## src/rtl/alu_arbiter_if.sv

```systemverilog
// Requester and response channels of the shared-ALU arbiter.
// The master side belongs to the clients and the consumer; the slave side belongs to the arbiter.
interface alu_arbiter_if #(
    parameter int NUM_REQ = 4,
    parameter int ID_W    = 2
);
    logic [NUM_REQ-1:0]   req_valid;
    logic [NUM_REQ-1:0]   req_ready;
    logic [NUM_REQ*8-1:0] req_a;
    logic [NUM_REQ*8-1:0] req_b;
    logic [NUM_REQ*4-1:0] req_op;
    logic                 rsp_valid;
    logic                 rsp_ready;
    logic [7:0]           rsp_data;
    logic [ID_W-1:0]      rsp_id;
    logic                 rsp_err;

    modport master (
        output req_valid, req_a, req_b, req_op, rsp_ready,
        input  req_ready, rsp_valid, rsp_data, rsp_id, rsp_err
    );

    modport slave (
        input  req_valid, req_a, req_b, req_op, rsp_ready,
        output req_ready, rsp_valid, rsp_data, rsp_id, rsp_err
    );
endinterface

```

## src/rtl/alu_arbiter.sv

```systemverilog
// Round-robin arbiter sharing one external 8-bit ALU between NUM_REQ requesters.
// One operation is in flight at a time: IDLE accepts, EXEC captures alu_out, RESP holds the response.
module alu_arbiter #(
    parameter int NUM_REQ = 4,
    parameter int ID_W    = 2
) (
    input  logic         clk,
    input  logic         rst_n,
    alu_arbiter_if.slave bus,
    output logic [7:0]   alu_a,
    output logic [7:0]   alu_b,
    output logic [3:0]   alu_sel,
    input  logic [7:0]   alu_out,
    output logic         busy
);
    typedef enum logic [1:0] {IDLE, EXEC, RESP} state_e;

    localparam logic [ID_W:0]   NUM_REQ_W = (ID_W+1)'(NUM_REQ);
    localparam logic [ID_W-1:0] LAST_ID   = ID_W'(NUM_REQ - 1);
    localparam logic [3:0]      OP_DIV    = 4'b0011;

    state_e          state_q, state_d;
    logic [ID_W-1:0] rr_ptr_q, rr_ptr_d;
    logic [ID_W-1:0] id_q, id_d;
    logic            err_q, err_d;
    logic [7:0]      alu_a_q, alu_a_d;
    logic [7:0]      alu_b_q, alu_b_d;
    logic [3:0]      alu_sel_q, alu_sel_d;
    logic [7:0]      rsp_data_q, rsp_data_d;
    logic [ID_W-1:0] rsp_id_q, rsp_id_d;
    logic            rsp_err_q, rsp_err_d;

    logic [7:0]      a_arr  [NUM_REQ];
    logic [7:0]      b_arr  [NUM_REQ];
    logic [3:0]      op_arr [NUM_REQ];
    logic            win_found;
    logic [ID_W-1:0] win_id;
    logic [ID_W:0]   scan_sum;

    always_comb begin
        for (int i = 0; i < NUM_REQ; i++) begin
            a_arr[i]  = bus.req_a[8*i +: 8];
            b_arr[i]  = bus.req_b[8*i +: 8];
            op_arr[i] = bus.req_op[4*i +: 4];
        end
    end

    // Scan upward from rr_ptr with wrap; the first valid requester wins.
    always_comb begin
        // NOTE: every variable gets a default before any branch, so no path can infer a latch.
        win_found = 1'b0;
        win_id    = '0;
        scan_sum  = '0;
        for (int k = 0; k < NUM_REQ; k++) begin
            scan_sum = {1'b0, rr_ptr_q} + (ID_W+1)'(k);
            if (scan_sum >= NUM_REQ_W) scan_sum = scan_sum - NUM_REQ_W;
            if (!win_found && bus.req_valid[scan_sum[ID_W-1:0]]) begin
                win_found = 1'b1;
                win_id    = scan_sum[ID_W-1:0];
            end
        end
    end

    // Gated by rst_n so the grant is also forced low while reset is held.
    always_comb begin
        bus.req_ready = '0;
        if (rst_n && state_q == IDLE && win_found) bus.req_ready[win_id] = 1'b1;
    end

    always_comb begin
        state_d    = state_q;
        rr_ptr_d   = rr_ptr_q;
        id_d       = id_q;
        err_d      = err_q;
        alu_a_d    = alu_a_q;
        alu_b_d    = alu_b_q;
        alu_sel_d  = alu_sel_q;
        rsp_data_d = rsp_data_q;
        rsp_id_d   = rsp_id_q;
        rsp_err_d  = rsp_err_q;
        case (state_q)
            IDLE: begin
                if (win_found) begin
                    alu_a_d   = a_arr[win_id];
                    alu_b_d   = b_arr[win_id];
                    alu_sel_d = op_arr[win_id];
                    id_d      = win_id;
                    err_d     = (op_arr[win_id] == OP_DIV) && (b_arr[win_id] == 8'd0);
                    rr_ptr_d  = (win_id == LAST_ID) ? '0 : win_id + 1'b1;
                    state_d   = EXEC;
                end
            end
            EXEC: begin
                rsp_data_d = alu_out;
                rsp_id_d   = id_q;
                rsp_err_d  = err_q;
                state_d    = RESP;
            end
            RESP: begin
                if (bus.rsp_ready) state_d = IDLE;
            end
            default: state_d = IDLE;
        endcase
    end

    always_ff @(posedge clk or negedge rst_n) begin
        if (!rst_n) begin
            state_q    <= IDLE;
            rr_ptr_q   <= '0;
            id_q       <= '0;
            err_q      <= 1'b0;
            alu_a_q    <= '0;
            alu_b_q    <= '0;
            alu_sel_q  <= '0;
            rsp_data_q <= '0;
            rsp_id_q   <= '0;
            rsp_err_q  <= 1'b0;
        end else begin
            // NOTE: non-blocking so every flop samples pre-edge values regardless of statement order.
            state_q    <= state_d;
            rr_ptr_q   <= rr_ptr_d;
            id_q       <= id_d;
            err_q      <= err_d;
            alu_a_q    <= alu_a_d;
            alu_b_q    <= alu_b_d;
            alu_sel_q  <= alu_sel_d;
            rsp_data_q <= rsp_data_d;
            rsp_id_q   <= rsp_id_d;
            rsp_err_q  <= rsp_err_d;
        end
    end

    assign alu_a         = alu_a_q;
    assign alu_b         = alu_b_q;
    assign alu_sel       = alu_sel_q;
    assign busy          = (state_q != IDLE);
    assign bus.rsp_valid = (state_q == RESP);
    assign bus.rsp_data  = rsp_data_q;
    assign bus.rsp_id    = rsp_id_q;
    assign bus.rsp_err   = rsp_err_q;
endmodule

```

## src/flat_wrapper.sv

```systemverilog
// flat-port wrapper written by rule: the top's interface ports become plain ports
module alu_arbiter_flat 
#(
    parameter int NUM_REQ = 4,
    parameter int ID_W    = 2
)
  (clk, rst_n, alu_a, alu_b, alu_sel, alu_out, busy, bus_req_valid, bus_req_a, bus_req_b, bus_req_op, bus_rsp_ready, bus_req_ready, bus_rsp_valid, bus_rsp_data, bus_rsp_id, bus_rsp_err);
  alu_arbiter_if #(.NUM_REQ(NUM_REQ), .ID_W(ID_W)) bus_i ();
  input  logic clk;
  input  logic rst_n;
  output logic [7:0] alu_a;
  output logic [7:0] alu_b;
  output logic [3:0] alu_sel;
  input  logic [7:0] alu_out;
  output logic busy;
  input wire logic [$bits(bus_i.req_valid)-1:0] bus_req_valid;
  input wire logic [$bits(bus_i.req_a)-1:0] bus_req_a;
  input wire logic [$bits(bus_i.req_b)-1:0] bus_req_b;
  input wire logic [$bits(bus_i.req_op)-1:0] bus_req_op;
  input wire logic [$bits(bus_i.rsp_ready)-1:0] bus_rsp_ready;
  output wire logic [$bits(bus_i.req_ready)-1:0] bus_req_ready;
  output wire logic [$bits(bus_i.rsp_valid)-1:0] bus_rsp_valid;
  output wire logic [$bits(bus_i.rsp_data)-1:0] bus_rsp_data;
  output wire logic [$bits(bus_i.rsp_id)-1:0] bus_rsp_id;
  output wire logic [$bits(bus_i.rsp_err)-1:0] bus_rsp_err;
  assign bus_i.req_valid = bus_req_valid;
  assign bus_i.req_a = bus_req_a;
  assign bus_i.req_b = bus_req_b;
  assign bus_i.req_op = bus_req_op;
  assign bus_i.rsp_ready = bus_rsp_ready;
  assign bus_req_ready = bus_i.req_ready;
  assign bus_rsp_valid = bus_i.rsp_valid;
  assign bus_rsp_data = bus_i.rsp_data;
  assign bus_rsp_id = bus_i.rsp_id;
  assign bus_rsp_err = bus_i.rsp_err;
  alu_arbiter #(.NUM_REQ(NUM_REQ), .ID_W(ID_W)) u_core (.clk(clk), .rst_n(rst_n), .bus(bus_i), .alu_a(alu_a), .alu_b(alu_b), .alu_sel(alu_sel), .alu_out(alu_out), .busy(busy));
endmodule
```

## config.mk

```make
export PLATFORM = sky130hd
export DESIGN_NAME = alu_arbiter_flat
export DESIGN_NICKNAME = d
export VERILOG_FILES = /design/src/rtl/alu_arbiter_if.sv /design/src/rtl/alu_arbiter.sv /design/src/flat_wrapper.sv
export SDC_FILE = /design/constraint.sdc
export NUM_CORES = 1
export LEC_CHECK = 0
export BUFFER_PORTS_ARGS = -buffer_cell sky130_fd_sc_hd__buf_4
export CELL_PAD_IN_SITES_DETAIL_PLACEMENT = 0
export CELL_PAD_IN_SITES_GLOBAL_PLACEMENT = 1
export CORE_MARGIN = 4
export CORE_UTILIZATION = 28
export DETAILED_ROUTE_END_ITERATION = 10
export PLACE_DENSITY_LB_ADDON = 0.1
export SLEW_MARGIN = 20
export SYNTH_ARGS = -nofsm -noshare
export SYNTH_HDL_FRONTEND = slang
export SYNTH_SLANG_ARGS = --single-unit
```

## constraint.sdc

```tcl
create_clock -name clk -period 2.3 [get_ports clk]
set_input_delay 0.345 -clock clk [delete_from_list [all_inputs] [get_ports clk]]
set_output_delay 0.345 -clock clk [all_outputs]
set_load 0.01 [all_outputs]
```

# == Yosys cells after proc, flatten, opt, wreduce, memory -nomap -nowiden ==
# Index checks and enable logic that the tools add are counted.
# totals
output_inout_bits,37
ff_bits,38
input_bits,95
# classes
n_reduce_logical,15
order_cmp,11
n_eq_ne,6
addsub,8
bitwise_logic,1
n_mux,36
# op_table
operator,count
8-bit binary-select mux with 2-bit select,2
8-bit 2-to-1 mux,4
2-bit 2-to-1 mux,11
2-bit by 3-bit less-than comparator with 1-bit output (second input constant),5
3-bit greater-or-equal comparator (second input constant),4
4-bit 2-to-1 mux,3
1-bit 2-to-1 mux,9
1-bit binary-select mux with 2-bit select,4
4-bit binary-select mux with 2-bit select,1
8-bit logical NOT,1
2-bit by 1-bit subtractor with 2-bit output (second input constant),4
1-bit logical AND,7
2-bit by 2-bit adder with 3-bit output (second input constant),2
2-bit case mux with 3 select lines,1
2-bit equality test (second input constant),2
4-bit by 2-bit equality test with 1-bit output (second input constant),1
2-bit AND reduction,2
2-bit by 1-bit adder with 3-bit output (second input constant),1
2-bit by 3-bit greater-or-equal comparator with 1-bit output (second input constant),1
1-bit logical NOT,3
2-bit NOT with 3-bit output,1
2-bit by 1-bit adder with 2-bit output (second input constant),1
1-bit demux with 2-bit select,1
2-bit by 1-bit equality test with 1-bit output (second input constant),1
5 further kinds,5

# == Longest topological paths before layout ==
# Gate-level depths: netlist of the first run.
# logic_depth
word_depth,20
depth_mapped,10
depth_no_buf,8

# == Least setup slack after synthesis of the first run ==
# Ideal clock, no wire load.
# synth_timing
path_kind,input to output
startpoint,input bus_req_valid[1]
endpoint,output bus_req_ready[2]
t_arrival_ps,2026
slack_ps,-71
t_required_ps,1955
stages,8
path_cell_list,and2b_1 -> a211oi_4 -> nor2_4 -> buf_6 -> clkbuf_1 -> clkbuf_1 -> ha_1 -> and3_1
# synth_between
elab_chain_len,17
elab_cells_between_ends,29
classes_between,order compare (2); mux (19); reduce/logical (8)
# synth_rtl
item,line_no,source
from (decl),flat_wrapper.sv:16,input wire logic [$bits(bus_i.req_valid)-1:0] bus_req_valid;
1-bit binary-select mux with 2-bit select,alu_arbiter.sv:57,if (!win_found && bus.req_valid[scan_sum[ID_W-1:0]]) begin
1-bit 2-to-1 mux (implied by the code),alu_arbiter.sv:57,
1-bit 2-to-1 mux,alu_arbiter.sv:57,
1-bit logical NOT,alu_arbiter.sv:57,
1-bit logical AND,alu_arbiter.sv:57,
1-bit 2-to-1 mux,alu_arbiter.sv:57,
1-bit logical NOT,alu_arbiter.sv:57,
1-bit logical AND,alu_arbiter.sv:57,
[2 not listed],--,
1-bit logical AND,alu_arbiter.sv:57,
2-bit 2-to-1 mux (*),alu_arbiter.sv:57,
net u_core.win_id[1],alu_arbiter.sv:37,logic [ID_W-1:0] win_id;
2-bit by 3-bit less-than comparator with 1-bit output (implied by the code) / 2-bit by 1-bit greater-or-equal comparator with 1-bit output (equally long branches),alu_arbiter.sv:67,if (rst_n && state_q == IDLE && win_found) bus.req_ready[win_id] = 1'b1;
1-bit logical AND (implied by the code),alu_arbiter.sv:67,
1-bit 2-to-1 mux (implied by the code),alu_arbiter.sv:67,
1-bit demux with 2-bit select (*),--,
4-bit 2-to-1 mux (*),alu_arbiter.sv:67,
to (decl),flat_wrapper.sv:21,output wire logic [$bits(bus_i.req_ready)-1:0] bus_req_ready;
# Mark *: on every way through the listed nets, which the timed path passes. The rest lies on a longest branch. The select of a mux whose other input is x is not followed.

# == Worst setup path in the final report of the first run ==
# layout_timing
startpoint,register u_core.rr_ptr_q[0]
endpoint,output bus_req_ready[3]
# layout_between
elab_chain_len,19
elab_cells_between_ends,44
classes_between,add/sub (7); order compare (6); mux (23); reduce/logical (8)
# layout_rtl
item,line_no,source
from (decl),alu_arbiter.sv:23,"logic [ID_W-1:0] rr_ptr_q, rr_ptr_d;"
from (signal assigned),alu_arbiter.sv:121,rr_ptr_q <= rr_ptr_d;
"parallel branches: the longest is 18 deep, another holds 2-bit by 1-bit adder with 3-bit output",--,
4-bit 2-to-1 mux (*),alu_arbiter.sv:67,
# Mark *: on every way between the ends. The select of a mux whose other input is x is not followed.

==> flow_metrics.py, run 1 <==
metrics = {
    "status": {
        "status": "complete, but fails checks",
        "violations": "negative setup slack",
    },
    "global_route": {
        "grt_pass1_vias": 2531,
        "grtUsageMet2_pct": 25.77,
        "grt_use_met1_pct": 19.00,
        "overflow": 0,
        "grt_pass1_wl_um": 12090,
        "grt.busiest_layer": "met2",
        "grt_start_max_net_pins": 49,
        "grt_use_total_pct": 15.04,
        "gr-usage-met3_pct": 4.034,
        "antenna_found_initial": 0,
    },
    "timing": {
        "tns_ns": -0.0008999,
        "maxSlewHeadroom_pct": 62.72,
        "timing.final.ws_setup_ns": -0.0008999,
        "finalSetupViolCount": 1,
        "fin_worst_skew_ns": 0.006296,
        "fin_crit_ns": 2.301,
        "rsz0062_at_grt": "yes",
        "drv_slew": 0,
        "finalCritPeriodShare_pct": 100.0,
        "final_hold_viol_count": 0,
        "max_freq_mhz": 434.6,
        "hold_slack_ns": 0.2674,
        "tightest_slew_ns": 0.5591,
    },
    "clock_network": {
        "htree_num_levels": 2,
        "ctsRootBufferMaster": "clkbuf_8",
        "insertion_delay_ns": 0.28,
        "clock_path_buffers": 2,
        "clock-sinks": 38,
        "cts_tree": "built",
        "clk_pin_slew_worst_paths_ns": 0.07,
        "numCtsBuffers": 5,
    },
    "logic_synthesis": {
        "ys.warnings.count": 0,
        "synth_fp_nets": 366,
        "synthCells": 267,
        "synth_area_per_cell_sq_um": 8.697,
        "netlist_area_sq_mm": 0.002322,
        "ys_types": 38,
        "synth_flop_cell": "dfrtp_1",
        "yosysSeqAreaShare_pct": 40.95,
        "ys_ff_latch": 38,
        "synth_edf_count": 0,
        "async_flop_share_pct": 100.0,
    },
    "placed_design": {
        "place_congestion": 0.7701,
        "placed_cells": 511,
        "pre_cts_slack_ns": -0.2130,
        "port_buffers": 131,
        "hpwl_um": 5930,
    },
    "routing": {
        "wirelength_um": 7417,
        "wire_per_inst_um": 14.13,
        "avgViaCountPerCell": 4.644,
        "ant_nets": 0,
        "drtIter0Drc": 58,
        "vias": 2438,
        "route.detailed.drc": 0,
        "dr.pass1.iters": 4,
    },
    "power_and_ir_drop": {
        "p_leak_nw": 1.935,
        "p_per_area_mw_per_mm2": 1171,
        "vdd_drop_max_uv": 403.6,
    },
    "critical_path": {
        "critical_path.startpoint_type": "flop",
        "crit_chain": "nor2b_2 > a21o_1 > a211oi_4 > buf_4 > buf_12 > ha_1 > and3_1 > buf_4",
        "crit_cells": 8,
        "cp_slowest_stage_delay_ns": 0.41,
        "critPathBufInv": 3,
        "critPathMaxFanout": 20,
        "worst_ep_arrival_time_ns": 1.96,
        "r2r_slack_ns": 0.02,
        "cpLargestDelayFamily": "buffers and inverters",
        "cp.required_ns": 1.96,
        "cp_slowest_cell": "dfrtp_1",
        "crit_top_cell": "buf_4",
        "r2r_start": "u_core.rr_ptr_q[0]",
        "r2r-end": "u_core.err_q",
        "critical_path_class": "flop to output pin",
        "endpoint_kind": "output pin",
        "ff2ff_path_depth": 9,
    },
    "layout": {
        "stdcell_count": 525,
        "antenna_cells": 0,
        "drive_above_1_share_pct": 48.46,
        "finalNetCount": 522,
        "area_growth_pct": 63.74,
    },
    "die": {
        "num_rows": 32,
        "design.core.area_sq_mm": 0.007888,
        "die_h_um": 99.07,
        "die_area_sq_mm": 0.009815,
        "die_w_um": 99.07,
        "io_pins": 132,
        "initial_core_util_pct": 29.44,
    },
    "min_path": {
        "min_path_cells": 2,
        "hold_class": "input port to flop",
        "min_from": "bus_rsp_ready",
        "holdPathEnd": "u_core.state_q[1]",
    },
    "job": {
        "maxCapViolCount": 0,
    },
}
-- cell families (layout without fill, tap and decap cells) --
kind of cell,Yosys count,in the layout,share of synthesized area (%)
buf+inv,22,178,4.041
simple gates,117,117,23.01
mux,25,25,11.69
flops,38,38,40.95
compound gates,61,61,18.16
fa+ha+maj,4,4,2.155
-- cell type report --
class	count	area, sq um
sequential	38	950.9
clock inverter	1	30.03
multi-input combinational	207	1316
timing repair buffer	165	1270
tap	102	127.6
clock buffer	6	82.58
inverter	6	25.02
fill	815	4085
-- repair_timing --
action                                  in CTS  in global routing
hold buffers                                 1                  0
endpoints found under the setup margin       5                  5
buffers inserted                             5                  1
gates resized for setup                     12                  3
hold endpoints to repair                    13                  0
pin swaps                                    2                  2
-- sequential cells by signal, summed over array words and instances (netlist names), 2 cells and up --
name	flops
u_core.alu_b	8
u_core.state_q	2
u_core.alu_sel	4
u_core.bus.rsp_data	8
u_core.id_q	2
u_core.rr_ptr_q	2
u_core.bus.rsp_id	2
u_core.alu_a	8
-- report_power, final --
part           internal (mW)  switching (mW)  total, mW
logic                   1.36            1.33       2.70
clock network          0.347           0.227      0.574
registers              0.999           0.184       1.18
-- worst reg2reg max path, delay by kind of cell, from the launching register on --
family,cells,cell delay (ns)
buffers and inverters,2,0.31
DFF,1,0.41
AOI/OAI and AO/OA,4,0.55
and+or+nand+nor,3,0.93
-- through the flow --
step                      cell area [sq um]  total power, mW  utilization (%)
after global routing                   3802            4.869            48.21
final                                  3802            4.453            48.21
after detailed placement               3572            3.778            45.29
after floorplan                        2323            2.632                -
after global placement                 3572            3.740            45.29
after CTS                              3782            4.497            47.95
-- placed cells by master, fill, tap and decap left out, drive strengths merged --
master / synthesis / final
o31ai: 7 / 7
dfrtp: 38 / 38
a211oi: 8 / 8
nor2: 3 / 3
or2: 1 / 1
o21ai: 29 / 29
nand2: 69 / 69
o22ai: 2 / 2
or4: 1 / 1
nand4: 1 / 1
nand3: 26 / 26
a211o: 1 / 1
ha: 4 / 4
inv: 6 / 6
dlygate4sd3: 0 / 1
bufinv: 0 / 1
and2b: 1 / 1
nand2b: 4 / 4
mux2: 17 / 17
a21oi: 3 / 3
o221ai: 2 / 2
a21boi: 6 / 6
buf: 4 / 164
nor2b: 1 / 1
clkbuf: 12 / 6
a21o: 3 / 3
and3: 10 / 10
mux2i: 8 / 8
-- Yosys cell counts (3+ instances only) --
master / n / area [sq um]
a21boi_1: 3 / 22.52
nand3_1: 26 / 130.1
a211oi_1: 3 / 22.52
inv_1: 5 / 18.77
nand2_1: 68 / 255.2
clkbuf_1: 12 / 45.04
o31ai_1: 6 / 45.04
ha_1: 4 / 50.05
mux2_2: 16 / 180.2
o21ai_1: 12 / 60.06
dfrtp_1: 38 / 950.9
mux2i_1: 8 / 80.08
buf_2: 3 / 15.01
a211oi_2: 4 / 50.05
nand2b_1: 4 / 25.02
o21ai_0: 17 / 85.08
and3_1: 10 / 62.56
a21boi_0: 3 / 22.52
-- routing by layer --
metal / part of all wire (%) / up-vias / wire [um]
met5: 0 / - / 0
li1: - / 1248 / -
met4: 1.1 / 0 / 85
met2: 50 / 68 / 3716
met3: 6.5 / 8 / 481
met1: 42 / 1114 / 3134
-- how the worst max path moves through the flow --
stage,from,endpoint,slack (ns)
6_report,u_core.rr_ptr_q[0],bus_req_ready[3],-0.0009
5_1_grt,u_core.rr_ptr_q[0],u_core.err_q,-0.15
4_1_cts,u_core.rr_ptr_q[0],bus_req_ready[0],-0.009
3_5_place_dp,bus_req_valid[2],u_core.err_q,-0.21
3_3_place_gp,bus_req_valid[2],u_core.err_q,-0.15
2_1_floorplan,u_core.rr_ptr_q[1],bus_req_ready[0],0.008
No activity file was read; power rests on OpenSTA's default activity.
==> run 2: changes to the inputs <==
- GPL_ROUTABILITY_DRIVEN: default -> 0
- SKIP_CTS_REPAIR_TIMING: default -> 1
==> run 2 against run 1 <==
Against the previous run: critical path depth unchanged; first-iteration DRC count decreased by 8.6%; the run still ends with negative setup slack left; total power increased by 8.2%; clock skew increased by 0.00087 ns; register-to-register slack improved by 0.02 ns; fmax decreased by 1.1%; worst hold slack about the same; largest power group unchanged; core utilization increased by 3.5 points; count of clock-buffer cells in the layout unchanged; die area unchanged; cell area increased by 7.2%.
==> flow_metrics.py, run 2 (same netlist as run 1, synthesis figures left out) <==
metrics = {
    "status": {
        "status": "complete, but fails checks",
        "violations": "negative setup slack",
    },
    "die": {
        "initial_core_util_pct": 29.44,
        "io_pins": 132,
        "die_area_sq_mm": 0.009815,
        "die_h_um": 99.07,
        "die_w_um": 99.07,
        "design.core.area_sq_mm": 0.007888,
        "num_rows": 32,
    },
    "critical_path": {
        "crit_chain": "nor2b_4 > a21o_1 > a211oi_4 > buf_4 > buf_12 > ha_2 > and3_1 > buf_6",
        "critPathBufInv": 3,
        "cp_slowest_cell": "dfrtp_2",
        "cp_slowest_stage_delay_ns": 0.41,
        "r2r_slack_ns": 0.04,
        "critical_path.startpoint_type": "flop",
        "cp.required_ns": 1.96,
        "r2r-end": "u_core.err_q",
        "r2r_start": "u_core.rr_ptr_q[0]",
        "critPathMaxFanout": 6,
        "worst_ep_arrival_time_ns": 1.98,
        "critical_path_class": "flop to output pin",
        "cpLargestDelayFamily": "compound AO/OA/AOI/OAI gates",
        "endpoint_kind": "output pin",
        "ff2ff_path_depth": 10,
    },
    "global_route": {
        "grt_start_max_net_pins": 49,
        "grt_use_total_pct": 14.91,
        "antenna_found_initial": 0,
        "grt_pass1_vias": 2501,
        "overflow": 0,
        "grt_pass1_wl_um": 11940,
    },
    "routing": {
        "route.detailed.drc": 0,
        "dr.pass1.iters": 7,
        "vias": 2495,
        "wirelength_um": 7732,
        "wire_per_inst_um": 14.45,
        "drtIter0Drc": 53,
        "avgViaCountPerCell": 4.664,
        "ant_nets": 0,
    },
    "timing": {
        "maxSlewHeadroom_pct": 62.73,
        "rsz0062_at_grt": "yes",
        "drv_slew": 0,
        "final_hold_viol_count": 0,
        "tns_ns": -0.02747,
        "tightest_slew_ns": 0.5591,
        "finalSetupViolCount": 1,
        "fin_crit_ns": 2.327,
        "fin_worst_skew_ns": 0.007170,
        "finalCritPeriodShare_pct": 101.2,
        "max_freq_mhz": 429.7,
        "timing.final.ws_setup_ns": -0.02747,
    },
    "clock_network": {
        "insertion_delay_ns": 0.28,
        "numCtsBuffers": 5,
        "ctsRootBufferMaster": "clkbuf_8",
        "htree_num_levels": 2,
        "clock_path_buffers": 2,
        "clock-sinks": 38,
        "cts_tree": "built",
        "clk_pin_slew_worst_paths_ns": 0.07,
    },
    "power_and_ir_drop": {
        "p_per_area_mw_per_mm2": 1183,
        "p_leak_nw": 2.020,
        "vdd_drop_max_uv": 442.8,
    },
    "placed_design": {
        "port_buffers": 131,
        "hpwl_um": 5930,
    },
    "layout": {
        "final_common_cell": "buf_4",
        "final_cell_mix": "161 x buf_4, 68 x nand2_1, 37 x dfrtp_1, 26 x nand3_1, 17 x o21ai_0",
        "area_growth_pct": 75.48,
        "drive_above_1_share_pct": 52.42,
        "antenna_cells": 0,
        "finalNetCount": 532,
        "fillers": 790,
        "final_util_pct": 51.67,
    },
    "min_path": {
        "min_path_cells": 2,
        "hold_class": "input port to flop",
        "min_from": "bus_rsp_ready",
        "holdPathEnd": "u_core.state_q[1]",
    },
    "job": {
        "maxCapViolCount": 0,
    },
}
==> run 2: changes by cell type in the layout (fill, tap and decap cells not counted), moves of 2 or more <==
cell / previous run / this run
ha_4: 0 / 3
a211oi_2: 4 / 2
ha_1: 4 / 0
and3_4: 0 / 3
a211oi_4: 2 / 5
buf_6: 1 / 7
buf_8: 0 / 2
and3_1: 10 / 7
==> run 2: per-layer routing <==
layer  vias to the layer above  track usage, %  part of all wire [%]
li1                       1263               -                     -
met4                         0           3.046                  0.56
met5                         -               0                     0
met1                      1165           18.87                    42
met2                        63           25.52                    51
met3                         4           4.034                   6.2
==> run 2: power breakdown <==
part | total (mW) | switching [mW] | internal [mW]
Clock | 0.574 | 0.227 | 0.347
Combinational | 3.05 | 1.47 | 1.59
Sequential | 1.19 | 0.191 | 1.00
==> run 2: per-stage QoR <==
stage / setup slack (ns) / instance area [sq um] / total power, mW / instances / hold WS, ns
2_1_floorplan: 0.008421 / 2323 / 2.632 / 267 / 0.04941
3_3_place_gp: -0.1509 / 3572 / 3.740 / 511 / 0.2254
3_5_place_dp: -0.2130 / 3572 / 3.778 / 511 / 0.2294
4_1_cts: -0.2281 / 3685 / 4.371 / 518 / -0.08804
5_1_grt: -0.1223 / 4075 / 5.238 / 535 / 0.2800
6_report: -0.02747 / 4075 / 4.819 / 535 / 0.2677
==> run 2: how the worst max path moves through the flow <==
stage | endpoint | depth (start not counted) | startpoint | slack (ns)
3_5_place_dp | u_core.err_q | 9 | bus_req_valid[2] | -0.21
5_1_grt | bus_req_ready[1] | 8 | u_core.rr_ptr_q[0] | -0.12
6_report | bus_req_ready[1] | 8 | u_core.rr_ptr_q[0] | -0.03
2_1_floorplan | bus_req_ready[0] | 8 | u_core.rr_ptr_q[1] | 0.008
4_1_cts | bus_req_ready[0] | 9 | u_core.rr_ptr_q[0] | -0.23
3_3_place_gp | u_core.err_q | 9 | bus_req_valid[2] | -0.15
==> run 2: area by class of cell <==
| cell class | count | area, sq um | share of cell area, % |
|---|---|---|---|
| Inverter | 6 | 37.54 | 0.9211 |
| Timing Repair Buffer | 175 | 1413 | 34.66 |
| Clock inverter | 1 | 30.03 | 0.7369 |
| Sequential cell | 38 | 952.2 | 23.37 |
| Multi-Input combinational cell | 207 | 1433 | 35.15 |
| Clock buffer | 6 | 82.58 | 2.026 |
| Tap cell | 102 | 127.6 | 3.132 |
==> run 3: changes to the inputs <==
- CORE_ASPECT_RATIO: default -> 2
==> run 3 against run 2 <==
Against the previous run: the flow still finishes with violations (negative setup slack); wire length grew 6.3%; count of clock-buffer cells in the layout down 1; final cell count up 0.19%; highest routed layer unchanged; clock power rose by 60%; combinational power about the same; clock skew decreased by 0.0012 ns.
==> flow_metrics.py, run 3 (same netlist as run 1, synthesis figures left out) <==
metrics = {
    "timing": {
        "max_freq_mhz": 432.7,
        "finalSetupViolCount": 1,
        "timing.final.ws_setup_ns": -0.01110,
        "finalCritPeriodShare_pct": 100.5,
        "rsz0062_at_grt": "yes",
        "drv_slew": 0,
        "tightest_slew_ns": 0.5327,
        "final_hold_viol_count": 0,
        "tns_ns": -0.01110,
        "fin_crit_ns": 2.311,
        "maxSlewHeadroom_pct": 64.48,
        "fin_worst_skew_ns": 0.006011,
    },
    "routing": {
        "wire_per_inst_um": 15.33,
        "wirelength_um": 8217,
        "dr.pass1.iters": 4,
        "drtIter0Drc": 91,
        "vias": 2558,
        "avgViaCountPerCell": 4.772,
        "route.detailed.drc": 0,
        "ant_nets": 0,
    },
    "critical_path": {
        "cp.required_ns": 2.50,
        "r2r_start": "u_core.rr_ptr_q[0]",
        "endpoint_kind": "flop",
        "worst_ep_arrival_time_ns": 2.51,
        "critical_path_class": "flop to flop",
        "r2r_slack_ns": -0.01,
        "critical_path.startpoint_type": "flop",
        "ff2ff_path_depth": 10,
        "r2r-end": "u_core.err_q",
        "critPathMaxFanout": 5,
    },
    "placed_design": {
        "port_buffers": 131,
        "place_area_sq_mm": 0.003617,
        "hpwl_um": 6294,
    },
    "layout": {
        "final_area_sq_mm": 0.004130,
        "antenna_cells": 0,
        "final_common_cell": "buf_4",
        "final_cell_mix": "169 x buf_4, 68 x nand2_1, 38 x dfrtp_1, 26 x nand3_1, 17 x o21ai_0",
        "finalNetCount": 538,
        "area_growth_pct": 77.86,
        "drive_above_1_share_pct": 52.05,
    },
    "power_and_ir_drop": {
        "p_per_area_mw_per_mm2": 1248,
        "p_leak_nw": 2.072,
        "vdd_drop_max_uv": 567.1,
    },
    "die": {
        "initial_core_util_pct": 29.03,
        "die_area_sq_mm": 0.009903,
        "design.core.area_sq_mm": 0.008000,
        "die_w_um": 72.40,
        "num_rows": 46,
        "die_h_um": 136.8,
        "io_pins": 132,
    },
    "global_route": {
        "antenna_found_initial": 0,
        "grt_pass1_vias": 2517,
        "grt_use_total_pct": 15.77,
        "grt_start_max_net_pins": 49,
        "overflow": 0,
        "grt_pass1_wl_um": 12160,
    },
    "min_path": {
        "holdPathEnd": "u_core.state_q[1]",
        "min_from": "bus_rsp_ready",
        "min_path_cells": 2,
        "hold_class": "input port to flop",
    },
    "clock_network": {
        "insertion_delay_ns": 0.29,
        "ctsRootBufferMaster": "clkbuf_16",
        "clock-sinks": 38,
        "htree_num_levels": 2,
        "numCtsBuffers": 5,
        "clock_path_buffers": 2,
        "clk_pin_slew_worst_paths_ns": 0.06,
        "cts_tree": "built",
    },
    "status": {
        "violations": "negative setup slack",
        "status": "complete, but fails checks",
    },
    "job": {
        "maxCapViolCount": 0,
    },
}
-- run 3: changes by cell type in the layout (fill, tap and decap cells not counted), sizes merged --
cell      previous run  this run
clkinvlp             0         1
bufinv               1         2
clkbuf               7         6
inv                  5         6
buf                173       178
-- run 3: worst max path at each step --
stage,start,end
2_1_floorplan,u_core.rr_ptr_q[1],bus_req_ready[0]
4_1_cts,u_core.rr_ptr_q[0],bus_req_ready[0]
6_report,u_core.rr_ptr_q[0],u_core.err_q
5_1_grt,u_core.rr_ptr_q[0],u_core.err_q
3_3_place_gp,bus_req_valid[2],u_core.err_q
3_5_place_dp,bus_req_valid[2],u_core.err_q
-- run 3: per-layer routing --
metal | part of all wire (%) | GRT usage, % | vias up | routed length, um
li1 | - | - | 1276 | -
met1 | 34 | 16.58 | 1193 | 2813
met2 | 57 | 29.70 | 80 | 4707
met3 | 6.7 | 3.750 | 9 | 552
met4 | 1.7 | 5.441 | 0 | 143
met5 | 0 | 0 | - | 0
-- run 3: cell type report --
type                       instances  area, sq um
multi-input combinational        207         1379
clock inverter                     3        68.82
fill                             810         3870
timing repair buffer             180         1444
clock buffer                       5        125.1
tap                               96        120.1
timing repair inverter             1        7.507
sequential                        38        950.9
inverter                           6        35.03
-- run 3: per-stage QoR --
stage	instances	hold slack [ns]	utilization, %	setup WS, ns	power [mW]
after floorplan	267	0.04941	-	0.008421	2.632
after global placement	512	0.1749	45.21	-0.1778	3.817
after detailed placement	512	0.1768	45.21	-0.2386	3.857
after CTS	520	-0.1324	47.64	-0.3148	4.792
after global routing	536	0.2632	51.63	-0.1155	5.540
final	536	0.2594	51.63	-0.01110	5.156
-- run 3: critical path: stages, from the launching register on --
cell	delay [ns]
dfrtp_1	0.39
nor2b_2	0.07
buf_4	0.14
a211oi_4	0.24
nor2_4	0.12
buf_12	0.15
buf_12	0.12
a211oi_4	0.23
o22ai_2	0.10
or4_4	0.49
o31ai_2	0.17
-- run 3: report_power, final --
part	internal, mW	leakage (nW)	switching (mW)	total [mW]
Clock	0.624	0.0940	0.293	0.917
Combinational	1.60	1.51	1.47	3.07
Sequential	1.00	0.463	0.170	1.17
Total	3.22	2.07	1.94	5.16
